--- src/rtl/crack_scheduler_pkg.sv ---
// Shared types and helpers for the RC4 key-space scheduler.
package crack_pkg;

  localparam int unsigned KEY_W_DEF = 24;
  localparam int unsigned N_CH_MAX  = 8;

  typedef enum logic [1:0] {
    ST_IDLE  = 2'd0,
    ST_RUN   = 2'd1,
    ST_FOUND = 2'd2
  } sched_state_e;

  function automatic logic [3:0] popcount(input logic [N_CH_MAX-1:0] v);
    logic [3:0] n;
    n = '0;
    for (int i = 0; i < int'(N_CH_MAX); i++) begin
      n = n + 4'(v[i]);
    end
    return n;
  endfunction

endpackage

--- src/rtl/crack_scheduler_ch_pick.sv ---
// Lowest-index first-one finder: one-hot grant of the lowest set request bit.
module ch_pick #(
  parameter int unsigned N = 2
) (
  input  logic [N-1:0] req,
  output logic [N-1:0] grant_c,
  output logic         valid_c
);

  // Two's-complement trick isolates the lowest set bit.
  assign grant_c = req & (~req + N'(1));
  assign valid_c = |req;

endmodule

--- src/rtl/crack_scheduler.sv ---
// Fans a key range out to N_CH crack channels, collects verdicts and reports
// the first key found (lowest channel wins ties) or exhaustion of the range.
module crack_scheduler
  import crack_pkg::*;
#(
  parameter int unsigned      N_CH      = 2,
  parameter int unsigned      KEY_W     = KEY_W_DEF,
  parameter logic [KEY_W-1:0] KEY_START = '0,
  parameter logic [KEY_W-1:0] KEY_END   = '1
) (
  input  logic                  clk,
  input  logic                  rst,
  input  logic                  en,
  output logic                  rdy,
  output logic                  done,
  output logic                  key_valid,
  output logic [KEY_W-1:0]      key,
  output logic [KEY_W:0]        keys_tried,
  input  logic [N_CH-1:0]       ch_rdy,
  output logic [N_CH-1:0]       ch_en,
  output logic [N_CH*KEY_W-1:0] ch_key,
  input  logic [N_CH-1:0]       ch_done,
  input  logic [N_CH-1:0]       ch_found,
  output logic                  ch_abort
);

  localparam int unsigned    KT_W  = KEY_W + 1;
  localparam logic [KEY_W:0] END_X = {1'b0, KEY_END};
  localparam logic [KEY_W:0] BEG_X = {1'b0, KEY_START};

  sched_state_e             state_q, state_d;
  logic                     rdy_q, rdy_d;
  logic                     done_q, done_d;
  logic                     key_valid_q, key_valid_d;
  logic [KEY_W-1:0]         key_q, key_d;
  logic [KEY_W:0]           keys_tried_q, keys_tried_d;
  logic [N_CH-1:0]          ch_en_q, ch_en_d;
  logic [N_CH*KEY_W-1:0]    ch_key_q, ch_key_d;
  logic                     ch_abort_q, ch_abort_d;
  logic [KEY_W:0]           next_key_q, next_key_d;
  logic [N_CH-1:0]          busy_q, busy_d;

  logic [N_CH-1:0] avail_c, disp_grant_c, found_req_c, found_grant_c;
  logic            disp_valid_c, found_valid_c, keys_left_c;

  // A channel reporting this cycle is not redispatched until the next one.
  assign avail_c     = ch_rdy & ~busy_q & ~ch_done;
  assign found_req_c = ch_done & ch_found;
  assign keys_left_c = (next_key_q <= END_X);

  ch_pick #(.N(N_CH)) u_disp_pick (
    .req     (avail_c),
    .grant_c (disp_grant_c),
    .valid_c (disp_valid_c)
  );

  ch_pick #(.N(N_CH)) u_found_pick (
    .req     (found_req_c),
    .grant_c (found_grant_c),
    .valid_c (found_valid_c)
  );

  always_comb begin
    state_d      = state_q;
    rdy_d        = rdy_q;
    done_d       = done_q;
    key_valid_d  = key_valid_q;
    key_d        = key_q;
    keys_tried_d = keys_tried_q;
    ch_en_d      = '0;
    ch_key_d     = ch_key_q;
    ch_abort_d   = 1'b0;
    next_key_d   = next_key_q;
    busy_d       = busy_q;

    case (state_q)
      ST_IDLE: begin
        if (en && rdy_q) begin
          state_d      = ST_RUN;
          rdy_d        = 1'b0;
          done_d       = 1'b0;
          key_valid_d  = 1'b0;
          key_d        = '0;
          keys_tried_d = '0;
          next_key_d   = BEG_X;
          busy_d       = '0;
        end
      end

      ST_RUN: begin
        keys_tried_d = keys_tried_q + KT_W'(popcount(N_CH_MAX'(ch_done)));
        busy_d       = busy_q & ~ch_done;
        if (found_valid_c) begin
          state_d    = ST_FOUND;
          ch_abort_d = 1'b1;
          for (int i = 0; i < int'(N_CH); i++) begin
            if (found_grant_c[i]) key_d = ch_key_q[i*KEY_W +: KEY_W];
          end
        end else if (keys_left_c) begin
          if (disp_valid_c) begin
            ch_en_d    = disp_grant_c;
            busy_d     = busy_d | disp_grant_c;
            next_key_d = next_key_q + KT_W'(1);
            for (int i = 0; i < int'(N_CH); i++) begin
              if (disp_grant_c[i]) ch_key_d[i*KEY_W +: KEY_W] = next_key_q[KEY_W-1:0];
            end
          end
        end else if (busy_q == '0) begin
          state_d     = ST_IDLE;
          rdy_d       = 1'b1;
          done_d      = 1'b1;
          key_valid_d = 1'b0;
          key_d       = '0;
        end
      end

      ST_FOUND: begin
        state_d     = ST_IDLE;
        busy_d      = '0;
        rdy_d       = 1'b1;
        done_d      = 1'b1;
        key_valid_d = 1'b1;
      end

      default: begin
        state_d = ST_IDLE;
        rdy_d   = 1'b1;
      end
    endcase
  end

  always_ff @(posedge clk) begin
    if (rst) begin
      state_q      <= ST_IDLE;
      rdy_q        <= 1'b1;
      done_q       <= 1'b0;
      key_valid_q  <= 1'b0;
      key_q        <= '0;
      keys_tried_q <= '0;
      ch_en_q      <= '0;
      ch_key_q     <= '0;
      ch_abort_q   <= 1'b0;
      next_key_q   <= BEG_X;
      busy_q       <= '0;
    end else begin
      state_q      <= state_d;
      rdy_q        <= rdy_d;
      done_q       <= done_d;
      key_valid_q  <= key_valid_d;
      key_q        <= key_d;
      keys_tried_q <= keys_tried_d;
      ch_en_q      <= ch_en_d;
      ch_key_q     <= ch_key_d;
      ch_abort_q   <= ch_abort_d;
      next_key_q   <= next_key_d;
      busy_q       <= busy_d;
    end
  end

  assign rdy        = rdy_q;
  assign done       = done_q;
  assign key_valid  = key_valid_q;
  assign key        = key_q;
  assign keys_tried = keys_tried_q;
  assign ch_en      = ch_en_q;
  assign ch_key     = ch_key_q;
  assign ch_abort   = ch_abort_q;

endmodule

--- config.mk ---
export PLATFORM = sky130hd
export DESIGN_NAME = crack_scheduler
export DESIGN_NICKNAME = d
export VERILOG_FILES = /design/src/rtl/crack_scheduler_pkg.sv /design/src/rtl/crack_scheduler_ch_pick.sv /design/src/rtl/crack_scheduler.sv
export SDC_FILE = /design/constraint.sdc
export NUM_CORES = 1
export LEC_CHECK = 0
export BUFFER_PORTS_ARGS = -buffer_cell sky130_fd_sc_hd__buf_2
export CAP_MARGIN = 20
export CORE_ASPECT_RATIO = 0.7
export CORE_MARGIN = 4
export CORE_UTILIZATION = 35
export DETAILED_ROUTE_END_ITERATION = 12
export PLACE_DENSITY = 0.64
export SETUP_SLACK_MARGIN = 0.05
export SYNTH_ARGS = -nofsm -noshare
export SYNTH_HDL_FRONTEND = slang
export SYNTH_HIERARCHICAL = 1
export SYNTH_SLANG_ARGS = --single-unit
--- constraint.sdc ---
create_clock -name clk -period 3.05 [get_ports clk]
set_clock_uncertainty 0.15 [all_clocks]
set_input_delay 0.4575 -clock clk [delete_from_list [all_inputs] [get_ports clk]]
set_output_delay 0.4575 -clock clk [all_outputs]
set_load 0.05 [all_outputs]
Yosys cells after proc, flatten, opt, wreduce, memory -nomap -nowiden
Cells that the tools add are included.

operators by class
  multiplexer cells = 34
  reduce and logical (&&, ||, !) cells = 18
  equal/unequal tests = 11
  bitwise logic cells = 15
  $lt $le $gt $ge = 1
  add/subtract/negate cells = 5

operators by type and width
  operator                 number
  $mux W24                 6
  $mux W25                 4
  $pmux W25 S2             2
  $pmux W24 S2             1
  $add A25 B1 Y25 const B  1
  $add A25 B2 Y25          1
  $le A25 B24 Y1 const B   1
  $reduce_and A5 Y1        5
  $mux W2                  8
  $and A2 B2 Y2            6
  $ne A2 B2 Y1 const B     6
  $mux W1                  8
  $not A2 Y2               4
  $ne A3 B3 Y1 const B     2
  $pmux W1 S3              2
  $pmux W2 S3              1
  $reduce_or A2 Y1         3
  $reduce_or A6 Y1         1
  $add A2 B1 Y2 const B    2
  $logic_not A2 Y1         2
  $ne A4 B4 Y1 const B     1
  $not A1 Y1               4
  $pmux W2 S2              1
  $reduce_and A2 Y1        2
  10 further kinds         10

storage, ports and cells
  register bits = 132
  input port bits = 9

Depth between registers and ports, before layout
Gate-level depths: netlist (run 1).

  word-level depth = 11
  gate-level depth with buffers = 10
  gate-level depth less buffers = 8

By module
The synthesis (run 1) kept the hierarchy.

by module, submodules not included
  module           instances  seq. area each (µm²)  area an instance (µm²)  cells an instance
  crack_scheduler  1          2642.5                5713.0                  657
  ch_pick          2          0.0                   20.0                    3

Worst setup path after synthesis (run 1)
OpenSTA, ideal clock, no wires.

  path type = register to register
  start = register keys_tried_q[0] (netlist: keys_tried[0])
  end = register keys_tried_q[18] (netlist: keys_tried[18])
  setup slack = 0.191 ns
  buffers on the path = 1
  arrival time = 2.582 ns
  clock period less this slack = 2.859 ns
  cell stages (with the launch flop) = 10
  path through = dfxtp_1 > fa_1 > ha_1 > nand3_1 > nor4b_1 > and3_1 > clkbuf_1 > and3_1 > xnor2_1 > nor2_1

on the way
  longest elaborated chain between the ends = 2

ends and longest elaborated chain
  element                 line                    text
  start, declared         crack_scheduler.sv:36   logic [KEY_W:0] keys_tried_q, keys_tried_d;
  start signal, assigned  crack_scheduler.sv:151  keys_tried_q <= keys_tried_d;
  $add A25 B2 Y25         crack_scheduler.sv:91   keys_tried_d = keys_tried_q + KT_W'(popcount(N_CH_MAX'(ch_done)));
  $pmux W25 S2            crack_scheduler.sv:76   case (state_q)

No other way between the ends.
A chain may end at the register's enable or synchronous reset.

Worst setup path after layout (run 1)
  start = register next_key_q[10]
  end = register state_q[0]

on the way
  longest elaborated chain between the ends = 3

ends and longest elaborated chain
  element                      line                    text
  start, declared              crack_scheduler.sv:40   logic [KEY_W:0] next_key_q, next_key_d;
  start signal, assigned       crack_scheduler.sv:155  next_key_q <= next_key_d;
  $le A25 B24 Y1               crack_scheduler.sv:49   assign keys_left_c = (next_key_q <= END_X);
  $ne A3 B3 Y1 (no line)       --
  $reduce_and A3 Y1 (no line)  --
  end signal, assigned         crack_scheduler.sv:146  state_q <= state_d;
  end, declared                crack_scheduler.sv:31   sched_state_e state_q, state_d;

No other way between the ends.

==> impl_results.md, run 1 <==
- #FFs+latches synth: 132
- CTS root buf: clkbuf_16
- Global-route wire length before repair: 24400 µm
- Max cap viols: 0
- Register Area: 2640 µm²
- Netlist cell types: 56
- Worst Path Arrival: 2.89 ns
- Net count after synthesis: 680
- Cells along the critical path: nand4_1 -> or4_4 -> a2111o_1 -> buf_4 -> a31oi_1 -> mux2i_1 -> nor2_1
- Max-slew headroom: 0.693
- Drt pass-1 iters: 4
- Final Hold Viols: 0
- Final Max Tran Viols: 0
- Top Ports: 112
- Nets@finish: 791
- Startpoint type of the worst setup path: flip-flop
- Syn. warnings: 6
- Critical Path Fanout Max: 9
- Postcts setup bufs: 0
- I/O Buffers: 111
- DR WL/cell: 14.8 µm
- Area occupied by multi-input gates: 2820 µm²
- Required time of the critical path: 3.19 ns
- DR iter-0 viols: 402
- Pwr per Cell Area: 635 nW/µm²
- Pin count of the biggest net entering global routing: 29
- Die height: 115 µm
- Peak VDD IR: 0.322 mV
- WL final: 14900 µm
- Clk sinks: 132
- Crit path kind: flip-flop to flip-flop
- Synth Instances: 663
- RSZ-0062 raised after global routing: no
- Fraction of the cycle the final worst path needs: 0.904
- Initial antenna violation count: 0
- Placeable Area: 15800 µm²
- Status: finished clean
- Drt drc: 0
- Nature of the critical path endpoint: flip-flop
- CTS tree: built
- FF-to-FF setup slack: 0.29 ns
- Row cnt: 38
- Final TNS setup: 0 ns
- Synth-to-Final Area Change: 23.3%
- Top_reg_cell synth: dfxtp_1
- Worst-margin pin slew: 0.460 ns
- Cell Area, Placed: 6560 µm²
- Vias per cell: 4.98
- Max Root-Sink Buffers: 2
- Initial core utilization: 0.364
- HP Class: flip-flop to flip-flop
- FFs w/ async S/R, synth: 0
- Worst path max stage delay: 0.59 ns
- Setup ws final: 0.294 ns
- Minimum clock period: 2.76 ns
- Average instance area after synthesis: 8.68 µm²
- H-tree Lvls: 4
- Synthesized area: 5750 µm²
- Final instance area: 7090 µm²
- Final Setup Violations: 0
- CTS buffer count: 17
- Post-cts sizing count: 0
- Pre-CTS WS: 0.365 ns
- Seq/Total Area, Yosys: 0.459
- Worst-Skew Late Latency: 0.42 ns
- Number of synthesized flops with an enable pin: 0
- Ratio of cells with drive above 1 in the final layout: 0.231
- Routed Antenna Nets: 0
- Congestion Overflow GR: 0
- Layout Utilization: 0.449
- P_leak: 2.81 nW
- Die width: 161 µm
- Vias post-DR: 5015
- Worst path slowest cell: or4_4
- Reg clk slew, reported paths: 0.06 ns
- DP HPWL: 10700 µm
- ANT cells: 0
- Hold_buf cts: 0
- Achievable Freq: 363 MHz
- Final GP Congestion: 0.858
- Fillers: 1610
- Vias in the first global route: 4621
- Total Power: 0.00450 W
- Die footprint: 18600 µm²
- GR Util All Layers: 0.163
[cell usage after synthesis, types with 2 or more instances]
master / n / area, µm²
a32oi_1: 2 / 17.5
nor3b_1: 2 / 15.0
xnor2_1: 7 / 61.3
o41ai_1: 3 / 26.3
inv_1: 8 / 30.0
or4_1: 2 / 15.0
nand2b_1: 3 / 18.8
nand4_1: 6 / 37.5
nand2_1: 118 / 443
and3_1: 14 / 87.6
and4_4: 2 / 22.5
clkbuf_1: 25 / 93.8
and4_1: 3 / 26.3
and2_1: 7 / 43.8
or2_2: 2 / 12.5
buf_1: 2 / 7.51
xor2_1: 14 / 123
a21oi_1: 57 / 285
nor2b_1: 8 / 50.1
o2bb2ai_1: 24 / 210
or3_1: 2 / 12.5
nand3_1: 27 / 135
a21oi_2: 2 / 17.5
mux2i_1: 28 / 280
nor4_1: 2 / 12.5
a22oi_1: 2 / 15.0
nand4_2: 2 / 25.0
nor3_1: 3 / 15.0
dfxtp_1: 132 / 2640
ha_1: 7 / 87.6
buf_2: 5 / 25.0
a41oi_1: 3 / 26.3
o21ai_0: 10 / 50.1
buf_6: 8 / 90.1
nor2_1: 51 / 191
o31ai_1: 16 / 120
a31oi_1: 8 / 50.1
buf_4: 8 / 60.1
o21ai_1: 20 / 100
or2_1: 2 / 12.5
[sequential cells by signal (all words and copies together) (netlist names)]
name / count
ch_abort: 1
rdy: 1
busy_q: 2
ch_en: 2
ch_key: 48
keys_tried: 25
key: 24
state_q: 2
key_valid: 1
next_key_q: 25
done: 1
[through the flow]
| step | instances | hold WS (ns) |
|---|---|---|
| 3_3_place_gp | 975 | 0.293 |
| 5_1_grt | 1007 | 0.332 |
| 6_report | 1007 | 0.304 |
| 2_1_floorplan | 663 | 0.306 |
| 3_5_place_dp | 975 | 0.293 |
| 4_1_cts | 1007 | 0.310 |
[cells in the final DEF (no fill, tap or decap), types with 4 or more instances in the layout]
cell type | synthesis | routed
nand2_1 | 118 | 118
inv_1 | 8 | 8
o2bb2ai_1 | 24 | 24
dfxtp_1 | 132 | 132
nand4_1 | 6 | 6
a21oi_1 | 57 | 57
nor2b_1 | 8 | 7
clkbuf_16 | 0 | 17
nand3_1 | 27 | 27
clkinv_2 | 0 | 6
and3_1 | 14 | 14
buf_4 | 8 | 28
o21ai_1 | 20 | 20
o31ai_1 | 16 | 16
nor2_1 | 51 | 51
and2_1 | 7 | 7
xor2_1 | 14 | 14
ha_1 | 7 | 7
o21ai_0 | 10 | 10
mux2i_1 | 28 | 28
xnor2_1 | 7 | 7
a31oi_1 | 8 | 8
buf_2 | 5 | 111
clkbuf_1 | 25 | 4
[final cells by class]
class / instances / area share
Clock inverter: 10 / 0.0118
Inverter: 9 / 0.00476
Sequential cell: 132 / 0.372
Timing Repair Buffer: 140 / 0.111
Clock buffer: 22 / 0.0640
Tap cell: 220 / 0.0388
Multi-Input combinational cell: 474 / 0.397
[where the power goes]
part | internal (W) | total (W) | switching [W]
registers | 0.00175 | 0.00178 | 0.0000294
logic | 0.000281 | 0.000843 | 0.000561
clock network | 0.00113 | 0.00188 | 0.000745
[final timing paths]
kind                                             startpoint                      end  cells past startpoint
worst max-delay path            next_key_q[10]$_SDFFE_PP0P_  state_q[0]$_SDFFE_PP0P_                      7
worst min-delay path                    key[9]$_SDFFE_PP0P_      key[9]$_SDFFE_PP0P_                      1
worst max register to register  next_key_q[10]$_SDFFE_PP0P_  state_q[0]$_SDFFE_PP0P_                      7
worst min register to register          key[9]$_SDFFE_PP0P_      key[9]$_SDFFE_PP0P_                      1
[critical path: cells and delay by family (launching register included)]
| kind | cells | cell delay, ns |
|---|---|---|
| buffers and inverters | 1 | 0.18 |
| multiplexers | 1 | 0.27 |
| flip-flops | 1 | 0.46 |
| AO/OA/AOI/OAI | 2 | 0.71 |
| AND/OR/NAND/NOR | 3 | 0.86 |
[per-layer routing]
| metal | share of wire | vias to the layer above | GRT usage |
|---|---|---|---|
| li1 | - | 2548 | - |
| met1 | 0.52 | 2338 | 0.235 |
| met2 | 0.41 | 108 | 0.233 |
| met3 | 0.046 | 21 | 0.0405 |
| met4 | 0.023 | 0 | 0.0670 |
| met5 | 0 | - | 0 |
[logic make-up after synthesis]
group / count (synthesis) / synth area share
AO/OA/AOI/OAI: 154 / 0.172
buffers and inverters: 57 / 0.0539
XOR/XNOR: 21 / 0.0320
multiplexers: 28 / 0.0487
AND/OR/NAND/NOR: 263 / 0.216
flip-flops: 132 / 0.459
adder cells (fa/ha/maj): 8 / 0.0187
Power figures use the tool's default switching activity.
==> inputs of run 2 (changes only) <==
--- a/config.mk
+++ b/config.mk
@@ -9,3 +9,3 @@
 export CAP_MARGIN = 20
-export CORE_ASPECT_RATIO = 0.7
+export CORE_ASPECT_RATIO = 1.2
 export CORE_MARGIN = 4
==> constraint.sdc (replaced) <==
create_clock -name clk -period 3.05 [get_ports clk]
set_clock_uncertainty 0.15 [all_clocks]
set_input_delay 0.305 -clock clk [delete_from_list [all_inputs] [get_ports clk]]
set_output_delay 0.305 -clock clk [all_outputs]
set_load 0.05 [all_outputs]
==> run 2 against run 1 <==
  * Sequential power hardly changed
  * Largest power group unchanged
  * First-iteration DRC count down 28%
  * Global-route usage is 0.28 points higher
  * Cell count unchanged
  * Combinational power is 2% higher
  * Setup slack better by 0.025 ns
  * Sequential share of layout area fell by 0.51 points
  * Worst hold slack lost 0.11 ns
==> impl_results.md, run 2 (same netlist as run 1, synthesis figures left out) <==
- Comb pwr share: 0.184
- Nature of the critical path endpoint: flip-flop
- CTS root buf: clkbuf_16
- Sw Share: 0.285
- Max-slew headroom: 0.670
- Die width: 125 µm
- Routed Antenna Nets: 0
- Critical path destination: busy_q[1]$_SDFFE_PP0P_
- Vias per cell: 5.03
- I/O Buffers: 111
- Final Setup Violations: 0
- CTS buffer count: 17
- Die footprint: 18600 µm²
- Worst Path Arrival: 2.86 ns
- ANT cells: 0
- Sequential power share: 0.381
- Worst-Skew Late Latency: 0.42 ns
- Synth-to-Final Area Change: 25.0%
- Pwr per Cell Area: 647 nW/µm²
- Pin count of the biggest net entering global routing: 47
- Pre-CTS WS: 0.136 ns
- Vias post-DR: 5062
- Peak VDD IR: 0.314 mV
- Clk sinks: 132
- Final TNS setup: 0 ns
- P_leak: 2.86 nW
- Vias in the first global route: 4867
- Final GP Congestion: 0.834
- Pint: 0.00333 W
- R2R depth: 7
- Hold_buf cts: 0
- GR Util All Layers: 0.166
- Cells along the critical path: nand3_1 -> or4_4 -> a2111o_1 -> buf_4 -> and4_4 -> a22oi_1 -> nor2_1
- Final Hold Viols: 0
- Crit path kind: flip-flop to flip-flop
- Drt pass-1 iters: 7
- Max Root-Sink Buffers: 2
- Congestion Overflow GR: 0
- Layout Utilization: 0.444
- Total Power: 0.00466 W
- Global-route wire length before repair: 25200 µm
- CTS tree: built
- Reg clk slew, reported paths: 0.06 ns
- Hold_ws: 0.195 ns
- Worst path slowest cell: or4_4
- WL final: 14900 µm
- FF-to-FF setup slack: 0.32 ns
- Placeable Area: 16200 µm²
- Minimum clock period: 2.73 ns
- H-tree Lvls: 4
- Required time of the critical path: 3.18 ns
- DP HPWL: 10600 µm
- Ratio of cells with drive above 1 in the final layout: 0.244
- Final Max Tran Viols: 0
- HP Class: input pin to flip-flop
- NetSw: 0.00133 W
- Worst-margin pin slew: 0.491 ns
- Setup ws final: 0.319 ns
- DR iter-0 viols: 291
- Startpoint type of the worst setup path: flip-flop
- Most frequent cells in the layout: 132 x dfxtp_1, 118 x nand2_1, 111 x buf_2, 57 x a21oi_1, 51 x nor2_1
- Worst path max stage delay: 0.60 ns
- CP startpoint: next_key_q[6]$_SDFFE_PP0P_
- Initial core utilization: 0.355
- Max cap viols: 0
- Drt drc: 0
- Nets@finish: 800
- Clock group share of total power: 0.434
- Achievable Freq: 366 MHz
- RSZ-0062 raised after global routing: no
- Top Ports: 112
- Initial antenna violation count: 1
- Status: finished clean
- Max reg flops: 48
- Die height: 148 µm
- Worst R2R Start: next_key_q[6]$_SDFFE_PP0P_
- Reg2reg end: busy_q[1]$_SDFFE_PP0P_
- Fraction of the cycle the final worst path needs: 0.895
- Most common cell after layout, fill and taps aside: dfxtp_1
- Critical Path Fanout Max: 25
- DR WL/cell: 14.7 µm
- Row cnt: 51
[run 2: stage by stage]
| stage | instance area (µm²) | std cells |
|---|---|---|
| 6_report | 7190 | 1007 |
| 3_3_place_gp | 6590 | 975 |
| 3_5_place_dp | 6590 | 975 |
| 4_1_cts | 7180 | 1006 |
| 5_1_grt | 7190 | 1007 |
| 2_1_floorplan | 5750 | 663 |
[run 2: critical path, delay by kind of cell, from the launching register on]
kind                   cells  cell delay [ns]
buffers and inverters      1             0.19
and+or+nand+nor            4             1.14
DFF                        1             0.46
AOI/OAI and AO/OA          2             0.65
[run 2: repair_timing]
item,CTS,global route
endpoints found under the setup margin,0,22
gates resized for setup,0,1
hold endpoints to repair,0,0
setup buffers,0,1
[run 2: layout make-up]
type	count	area, µm²
Clock inverter	14	164
Fill cell	1655	9010
Tap cell	212	265
Multi-Input combinational cell	474	2820
Timing Repair Buffer	149	841
Sequential cell	132	2640
Inverter	9	33.8
Clock buffer	17	425
[run 2: per-layer routing]
metal / track usage / share of wire / up-vias
met5: 0 / 0.00047 / -
met4: 0.0515 / 0.011 / 2
met3: 0.0607 / 0.067 / 16
met2: 0.271 / 0.47 / 130
met1: 0.205 / 0.45 / 2341
li1: - / - / 2573
[run 2: worst min path at each step]
| stage | startpoint | end | slack (ns) | cells past startpoint |
|---|---|---|---|---|
| global placement | key[6]$_SDFFE_PP0P_ | key[6]$_SDFFE_PP0P_ | 0.29 | 1 |
| detailed placement | key[15]$_SDFFE_PP0P_ | key[15]$_SDFFE_PP0P_ | 0.29 | 1 |
| floorplan | next_key_q[24]$_SDFFE_PP0P_ | next_key_q[24]$_SDFFE_PP0P_ | 0.31 | 2 |
| CTS | rst | ch_key[32]$_SDFFE_PP0P_ | 0.18 | 2 |
| finish | rst | ch_key[36]$_SDFFE_PP0P_ | 0.19 | 2 |
| global route | rst | ch_key[34]$_SDFFE_PP0P_ | 0.21 | 2 |
[run 2: power groups by stage]
| stage | combinational [W] | clock [W] | sequential [W] |
|---|---|---|---|
| final | 0.000859 | 0.00202 | 0.00178 |
| after global routing | 0.000947 | 0.00216 | 0.00178 |
| after CTS | 0.000855 | 0.00207 | 0.00178 |
| after detailed placement | 0.000850 | 0 | 0.00181 |
| after global placement | 0.000853 | 0 | 0.00181 |
| after floorplan | 0.000521 | 0 | 0.00187 |
==> inputs of run 3 (changes only) <==
CORE_ASPECT_RATIO = default   (was 1.2)
==> run 3 against run 2 <==
  * Wire length increased by 0.32%
  * Non-clock buffer count decreased by 11
  * Largest cell class unchanged
  * Setup slack got worse by 0.044 ns
  * Critical endpoint is now key[13]$_SDFFE_PP0P_
  * Count of clock-buffer cells in the layout increased by 1
==> impl_results.md, run 3 (same netlist as run 1, synthesis figures left out) <==
- Drt drc: 0
- GR Util All Layers: 0.167
- CP bufs+invs: 1
- DR iter-0 viols: 294
- Delay-heaviest family, CP: compound AO/OA/AOI/OAI gates
- Synth-to-Final Area Change: 23.7%
- Final TNS setup: 0 ns
- Nets@finish: 789
- Top Ports: 112
- Congestion Overflow GR: 0
- Vias post-DR: 4998
- Worst Path Arrival: 2.94 ns
- Clk sinks: 132
- RSZ-0062 raised after global routing: no
- HP Class: input pin to flip-flop
- Max reg flops: 48
- Worst path slowest cell: or4_4
- Die width: 136 µm
- Die height: 136 µm
- Max-slew headroom: 0.437
- P_leak: 2.81 nW
- Reg clk slew, reported paths: 0.06 ns
- Achievable Freq: 360 MHz
- Status: finished clean
- Placeable Area: 16000 µm²
- Vias per cell: 4.99
- CTS root buf: clkbuf_16
- NetSw: 0.00137 W
- Final Max Tran Viols: 0
- Critical Path Fanout Max: 14
- DP HPWL: 10500 µm
- Routed Antenna Nets: 0
- Final instance area: 7120 µm²
- Hold_ws: 0.193 ns
- Pin count of the biggest net entering global routing: 40
- CTS buffer count: 17
- Startpoint type of the worst setup path: flip-flop
- Most frequent cells in the layout: 132 x dfxtp_1, 118 x nand2_1, 111 x buf_2, 57 x a21oi_1, 51 x nor2_1
- Worst path max stage delay: 0.60 ns
- Clock group share of total power: 0.440
- Cells along the critical path: nand3_1 -> or4_4 -> a2111o_2 -> a21oi_2 -> a311oi_4 -> buf_4 -> o2bb2ai_1
- CTS tree: built
- WL final: 14900 µm
- Final Setup Violations: 0
- Worst-Skew Late Latency: 0.42 ns
- Global-route wire length before repair: 24800 µm
- Row cnt: 46
- Minimum clock period: 2.77 ns
- Fraction of the cycle the final worst path needs: 0.910
- DR WL/cell: 14.9 µm
- Initial core utilization: 0.360
- Comb pwr share: 0.175
- H-tree Lvls: 4
- Postcts setup bufs: 0
- Initial antenna violation count: 0
- Required time of the critical path: 3.21 ns
- Most common cell after layout, fill and taps aside: dfxtp_1
- Total Power: 0.00462 W
- Worst-margin pin slew: 0.844 ns
- Pwr per Cell Area: 649 nW/µm²
- Nature of the critical path endpoint: flip-flop
- Peak VDD IR: 0.473 mV
- Sw Share: 0.298
- ANT cells: 0
- Sequential power share: 0.385
- Vias in the first global route: 4911
- Crit path kind: flip-flop to flip-flop
- Drt pass-1 iters: 5
- Final Hold Viols: 0
- Final GP Congestion: 0.872
- Max Root-Sink Buffers: 2
- Max cap viols: 0
- Cell Area, Placed: 6520 µm²
- Ratio of cells with drive above 1 in the final layout: 0.236
- Pint: 0.00324 W
- Die footprint: 18600 µm²
- I/O Buffers: 111
-- run 3: cell types whose count changed in the layout (fill, tap and decap cells not counted) --
| cell | change |
|---|---|
| a2111o_1 | -1 |
| a2111o_2 | +1 |
| buf_4 | -11 |
| bufinv_16 | -1 |
| clkbuf_8 | +1 |
| clkinv_2 | -1 |
| clkinvlp_4 | -2 |
| inv_6 | +3 |
| inv_8 | +1 |
-- run 3: layout make-up --
class / instances / area [µm²]
Clock buffer: 18 / 439
Multi-Input combinational cell: 474 / 2820
Sequential cell: 132 / 2640
Tap cell: 216 / 270
Inverter: 9 / 33.8
Timing Repair Buffer: 138 / 758
Fill cell: 1640 / 8880
Clock inverter: 14 / 151
-- run 3: power groups by stage --
stage / Clock (W) / Combinational (W) / Sequential (W)
final: 0.00203 / 0.000809 / 0.00178
after floorplan: 0 / 0.000521 / 0.00187
after detailed placement: 0 / 0.000808 / 0.00182
after global routing: 0.00215 / 0.000892 / 0.00178
after global placement: 0 / 0.000809 / 0.00181
after CTS: 0.00208 / 0.000811 / 0.00178
-- run 3: worst paths after layout --
| path | startpoint | endpoint | slack [ns] | depth (start not counted) |
|---|---|---|---|---|
| worst max-delay path | next_key_q[6]$_SDFFE_PP0P_ | key[13]$_SDFFE_PP0P_ | 0.28 | 7 |
| worst min register to register | key[21]$_SDFFE_PP0P_ | key[21]$_SDFFE_PP0P_ | 0.31 | 1 |
| worst min-delay path | ch_done[1] | busy_q[1]$_SDFFE_PP0P_ | 0.19 | 4 |
| worst max register to register | next_key_q[6]$_SDFFE_PP0P_ | key[13]$_SDFFE_PP0P_ | 0.28 | 7 |
-- run 3: worst min-delay path, cell delays in order --
cell,delay (ns)
buf_2,0.14
o21ai_0,0.15
a22oi_1,0.06
nor2_1,0.08
-- run 3: repair_timing --
item                                    4_1_cts  5_1_grt
endpoints found under the hold margin         0        0
endpoints found under the setup margin        0       21
hold buffers                                  0        0
gates resized for setup                       0        2
-- run 3: per-stage QoR --
step | cells | worst slack, ns | utilization
final | 1001 | 0.276 | 0.445
after global routing | 1001 | 0.140 | 0.445
after CTS | 1001 | 0.135 | 0.445
after detailed placement | 969 | 0.198 | 0.408
after global placement | 969 | 0.271 | 0.408
after floorplan | 663 | 0.191 | -
-- run 3: per-layer routing --
layer / wire length (µm) / part of all wire / track usage / vias to the layer above
met5: 0 / 0 / 0 / -
li1: - / - / - / 2539
met4: 291 / 0.020 / 0.0655 / 0
met3: 973 / 0.065 / 0.0522 / 30
met2: 6820 / 0.46 / 0.268 / 118
met1: 6810 / 0.46 / 0.210 / 2311
